**src/rtl/bcd_to_bin_pkg.sv**
```systemverilog
// rtl/bcd_to_bin_pkg.sv - shared constants, FSM states and digit check helper for bcd_to_bin
package bcd_pkg;

    localparam int DIGITS = 5;
    localparam int BIN_W  = 17;
    localparam int SHIFTS = 17;
    localparam int BCD_W  = 4 * DIGITS;
    localparam int SR_W   = BCD_W + BIN_W;

    typedef enum logic [1:0] {
        IDLE  = 2'd0,
        SHIFT = 2'd1,
        FIN   = 2'd2
    } state_t;

    function automatic logic bcd_has_invalid(input logic [BCD_W-1:0] v);
        logic bad;
        bad = 1'b0;
        for (int i = 0; i < DIGITS; i++) begin
            if (v[4*i +: 4] > 4'd9) begin
                bad = 1'b1;
            end
        end
        return bad;
    endfunction

endpackage

```
**src/rtl/bcd_to_bin_if.sv**
```systemverilog
// rtl/bcd_to_bin_if.sv - start/done request interface between a requester and bcd_to_bin
interface bcd_to_bin_if
    import bcd_pkg::*;
();
    logic             start;
    logic [BCD_W-1:0] bcd;
    logic             busy;
    logic             done;
    logic [BIN_W-1:0] bin;
    logic             err;

    modport master (
        output start,
        output bcd,
        input  busy,
        input  done,
        input  bin,
        input  err
    );

    modport slave (
        input  start,
        input  bcd,
        output busy,
        output done,
        output bin,
        output err
    );
endinterface

```
**src/rtl/bcd_to_bin_digit_adj.sv**
```systemverilog
// rtl/bcd_to_bin_digit_adj.sv - per-digit subtract-3 correction for reverse double-dabble
module bcd_digit_adj (
    input  logic [3:0] din,
    output logic [3:0] dout
);
    assign dout = (din >= 4'd8) ? (din - 4'd3) : din;
endmodule

```
**src/rtl/bcd_to_bin.sv**
```systemverilog
// rtl/bcd_to_bin.sv - sequential 5-digit BCD to 17-bit binary converter (optional BCD_CHECK_EN)
module bcd_to_bin
    import bcd_pkg::*;
(
    input  logic         clk,
    input  logic         clr_n,
    bcd_to_bin_if.slave  io
);
    state_t            state;
    logic [SR_W-1:0]   sr;
    logic [SR_W-1:0]   sr_shift;
    logic [SR_W-1:0]   sr_next;
    logic [4:0]        cnt;
    logic              busy_q;
    logic              done_q;
    logic [BIN_W-1:0]  bin_q;

    // Shift right, then correct each BCD digit that landed at >= 8.
    assign sr_shift = sr >> 1;
    assign sr_next[BIN_W-1:0] = sr_shift[BIN_W-1:0];

    for (genvar g = 0; g < DIGITS; g++) begin : g_adj
        bcd_digit_adj u_adj (
            .din  (sr_shift[BIN_W + 4*g +: 4]),
            .dout (sr_next[BIN_W + 4*g +: 4])
        );
    end

`ifdef BCD_CHECK_EN
    logic invalid;
    logic err_q;
`endif

    always_ff @(posedge clk) begin
        if (!clr_n) begin
            state  <= IDLE;
            sr     <= '0;
            cnt    <= '0;
            busy_q <= 1'b0;
            done_q <= 1'b0;
            bin_q  <= '0;
`ifdef BCD_CHECK_EN
            invalid <= 1'b0;
            err_q   <= 1'b0;
`endif
        end else begin
            done_q <= 1'b0;
            case (state)
                IDLE: begin
                    if (io.start) begin
                        sr     <= {io.bcd, {BIN_W{1'b0}}};
                        cnt    <= '0;
                        busy_q <= 1'b1;
                        state  <= SHIFT;
`ifdef BCD_CHECK_EN
                        invalid <= bcd_has_invalid(io.bcd);
`endif
                    end
                end
                SHIFT: begin
                    sr  <= sr_next;
                    cnt <= cnt + 5'd1;
                    if (cnt == 5'(SHIFTS - 1)) begin
                        state <= FIN;
                    end
                end
                FIN: begin
`ifdef BCD_CHECK_EN
                    bin_q <= invalid ? '0 : sr[BIN_W-1:0];
                    err_q <= invalid;
`else
                    bin_q <= sr[BIN_W-1:0];
`endif
                    done_q <= 1'b1;
                    busy_q <= 1'b0;
                    state  <= IDLE;
                end
                default: begin
                    state  <= IDLE;
                    busy_q <= 1'b0;
                end
            endcase
        end
    end

    assign io.busy = busy_q;
    assign io.done = done_q;
    assign io.bin  = bin_q;
`ifdef BCD_CHECK_EN
    assign io.err  = err_q;
`else
    assign io.err  = 1'b0;
`endif

endmodule

```
**src/flat_wrapper.sv**
```systemverilog
// flat-port wrapper written by rule: the top's interface ports become plain ports
module bcd_to_bin_flat import bcd_pkg::*;
  (clk, clr_n, io_start, io_bcd, io_busy, io_done, io_bin, io_err);
  bcd_to_bin_if io_i ();
  input  logic clk;
  input  logic clr_n;
  input wire logic [$bits(io_i.start)-1:0] io_start;
  input wire logic [$bits(io_i.bcd)-1:0] io_bcd;
  output wire logic [$bits(io_i.busy)-1:0] io_busy;
  output wire logic [$bits(io_i.done)-1:0] io_done;
  output wire logic [$bits(io_i.bin)-1:0] io_bin;
  output wire logic [$bits(io_i.err)-1:0] io_err;
  assign io_i.start = io_start;
  assign io_i.bcd = io_bcd;
  assign io_busy = io_i.busy;
  assign io_done = io_i.done;
  assign io_bin = io_i.bin;
  assign io_err = io_i.err;
  bcd_to_bin u_core (.clk(clk), .clr_n(clr_n), .io(io_i));
endmodule
```
**config.mk**
```make
export PLATFORM = sky130hd
export DESIGN_NAME = bcd_to_bin_flat
export DESIGN_NICKNAME = d
export VERILOG_FILES = /design/src/rtl/bcd_to_bin_pkg.sv /design/src/rtl/bcd_to_bin_if.sv /design/src/rtl/bcd_to_bin_digit_adj.sv /design/src/rtl/bcd_to_bin.sv /design/src/flat_wrapper.sv
export SDC_FILE = /design/constraint.sdc
export NUM_CORES = 1
export LEC_CHECK = 0
export CORE_AREA = 3 3 77 79
export CTS_CLUSTER_DIAMETER = 60
export CTS_CLUSTER_SIZE = 10
export DETAILED_ROUTE_END_ITERATION = 10
export DIE_AREA = 0 0 80 82
export PLACE_DENSITY = 0.85
export SLEW_MARGIN = 10
export SYNTH_ARGS = -nofsm -noshare
export SYNTH_HDL_FRONTEND = slang
export SYNTH_SLANG_ARGS = --single-unit
export TNS_END_PERCENT = 1
```
**constraint.sdc**
```tcl
create_clock -name clk -period 2.1 [get_ports clk]
set_clock_uncertainty 0.2 [all_clocks]
set_input_delay 0.21 -clock clk [delete_from_list [all_inputs] [get_ports clk]]
set_output_delay 0.21 -clock clk [all_outputs]
set_load 0.05 [all_outputs]
```
==> flow_summary_export.csv <==
group,metric,value,unit
grt,grt_max_degree,28,
grt,grt_first_pass_wirelength,9315,um
layout,finalInstanceArea,3374,um^2
worst_hold_path,holdPathStages,2,
outcome,status,"finished clean",
critical_path,crit_required,1690,ps
placement,place_ws,112.6,ps
critical_path,r2r_slack,320,ps
sta,min_period,1888,ps
grt,gr-total-overflow,0,
critical_path,worstSetupStartpoint,"u_core.io.busy",
layout,synthToLayoutAreaGrowth,22.65,%
layout,nets,354,
route,wirelength,5438,um
die,fp.dieH,82,um
layout,diodes,0,
flow_run,cap_violations,0,
critical_path,crit_family,"buffers and inverters",
critical_path,slowest_delay,810,ps
die,io-pin-count,43,
placement,dp_hpwl,3877,um
clock_tree,cts_tree,"done",
grt,track_usage,0.1853,
route,wl_per_cell,13.73,um
placement,dpl.cell_count,382,
clock_tree,cts_buffer_depth,2,
sta,holdWs,262.4,ps
critical_path,crit_chain,"clkdlybuf4s50_1",
critical_path,crit_buf_inv,1,
critical_path,cp-start-kind,"flip-flop",
clock_tree,insertion_delay,330,ps
clock_tree,cts_resized,0,
clock_tree,cts-root-buf,"clkbuf_8",
sta,fmax,529.7,MHz
route,first_iter_violations,82,
route,antenna_left,0,
critical_path,crit_type,"flip-flop to output pin",
critical_path,critPathSlowestCell,"clkdlybuf4s50_1",
synthesis,synth_ff_type,"dfxtp_1",
critical_path,path_max_fanout,2,
sta,setup_viol,0,
critical_path,critPathArrivalTime,1480,ps
die,start_util,0.5090,
synthesis,yosysTopAreaCellShare,0.4584,
synthesis,synth_seq_cells,63,
die,num_rows,27,
synthesis,yosysTopAreaCell,"dfxtp_1",
clock_tree,clkTransAtPathRegs,70,ps
power_and_ir_drop,p_per_area,800.6,nW/um^2
synthesis,syn_area,2751,um^2
synthesis,synth_warnings,0,
critical_path,rr_worst_depth,3,
synthesis,yosysUniqueCellTypes,37,
sta,maxSlewViolCount,0,
synthesis,syn_nets,313,
power_and_ir_drop,power_leakage,1.245,nW
route,dr.pass1.iters,4,
placement,place.gp.congestion,0.8340,
sta,hold_viol,0,
sta,setup_ws,212.2,ps
power_and_ir_drop,worst_ir_drop_vdd,0.5203,mV
grt,grt_pass1_vias,2030,
clock_tree,cts_sinks,63,
worst_hold_path,hold_path.class,"flip-flop to flip-flop",
sta,relSlewSlack,0.6063,
route,viasPerCell,5.409,
synthesis,avgSynthCellArea,9.826,um^2
critical_path,timing.rr.start,"u_core.state[1]",
synthesis,async_reset_ff_frac,0,
synthesis,synth.most_common_cell,"dfxtp_1",
route,drc_errors,0,
die,die_area,6560,um^2
placement,io_buffers,41,
layout,fin_cells,396,
placement,placed_area,3176,um^2
synthesis,ys_seq_area_frac,0.4584,
die,fp.coreArea,5405,um^2
sta,setup-tns-final,0,ps
synthesis,synth_edf_count,0,
sta,worstMarginPinSlew,590.5,ps
clock_tree,ctsHoldBuffers,0,
synthesis,postSynthCellCount,280,
route,vias,2142,
synthesis,synth_area_leaders,"dfxtp_1 (46%), a22o_1 (6.0%), nand2_1 (5.6%), a21boi_0 (5.2%), ha_1 (4.5%)",
worst_hold_path,hold_end,"u_core.io.bin[6]",
die,die_x,80,um
critical_path,end_kind,"output pin",
sta,fin_crit_sh,0.8989,
worst_hold_path,hold_start,"u_core.io.bin[6]",
clock_tree,post_cts.repair.setup_buffers,0,
synthesis,ys_top_cells_by_count,"dfxtp_1 (63), nand2_1 (41), a21boi_0 (19), a22o_1 (19)",
clock_tree,ctsHtreeMaxLevel,3,
clock_tree,cts_buffers,9,
layout,drive_gt1_frac,0.1019,
sta,rsz0062_at_grt,"false",
critical_path,r2r-end,"u_core.sr[1]",
grt,antenna_found_initial,0,
[per-layer routing]
layer	vias up	track usage	share of wire
met5	-	0	0
met4	0	0.05574	0.0085
met3	5	0.07566	0.059
met2	57	0.3179	0.49
met1	1005	0.2115	0.44
li1	1075	-	-
[sequential cells by signal (all words and copies together) (netlist names)]
signal          flops
u_core.sr          37
u_core.io.done      1
u_core.io.busy      1
u_core.cnt          5
u_core.state        2
u_core.io.bin      17
[layout make-up]
cell class | instances | area (um^2)
clock buffers | 9 | 123.9
clock inverters | 5 | 75.07
fillers | 455 | 2031
inverters | 12 | 45.04
multi-input cells | 186 | 1309
flip-flops and latches | 63 | 1261
well taps | 72 | 90.09
repair buffers | 49 | 470.5
[worst max-delay path by stage]
| stage | depth (start not counted) | to |
|---|---|---|
| floorplan | 6 | u_core.sr[0] |
| global placement | 4 | u_core.sr[33] |
| detailed placement | 4 | u_core.sr[35] |
| CTS | 1 | io_bin[16] |
| global route | 1 | io_busy |
| finish | 1 | io_busy |
[logic make-up (layout without fill, tap and decap cells)]
group	after synthesis	in the layout	synth area share
buf+inv	31	75	0.06593
mux	2	2	0.007276
simple gates	80	80	0.1428
compound gates	85	85	0.2533
other cells	1	1	0.001363
xor+xnor	8	8	0.02547
fa+ha+maj	10	10	0.04548
flops	63	63	0.4584
[stage by stage]
step | util | power, W
6_report | 0.6243 | 0.002702
5_1_grt | 0.6243 | 0.002819
4_1_cts | 0.6243 | 0.002730
3_5_place_dp | 0.5875 | 0.001644
3_3_place_gp | 0.5875 | 0.001632
2_1_floorplan | - | 0.001552
[cells in the final DEF, fill, tap and decap left out, drive strengths merged, types with 4 or more instances in the layout]
master and count:
ha 10, nand2b 4, a221o 4, or2 4, nor2 12, o211ai 6, a21boi 19, a311oi 4
o21ai 9, inv 12, buf 8, clkbuf 9, a32o 4, a32oi 4, xnor2 8, nand2 41
dfxtp 63, a211oi 4, nor2b 9, clkdlybuf4s50 41, a22o 19
[report_power, final]
group          internal, W  switching (W)  total [W]
logic             0.000162       0.000156   0.000318
registers          0.00125      0.0000558    0.00130
clock network     0.000648       0.000434    0.00108
[worst register-to-register path: cells and delay by family, from the launching register on]
family	cells	cell delay, ps
AO/OA/AOI/OAI	1	250
AND/OR/NAND/NOR	2	880
flip-flops	1	410
Note: power is estimated with default switching activity, not from simulation.
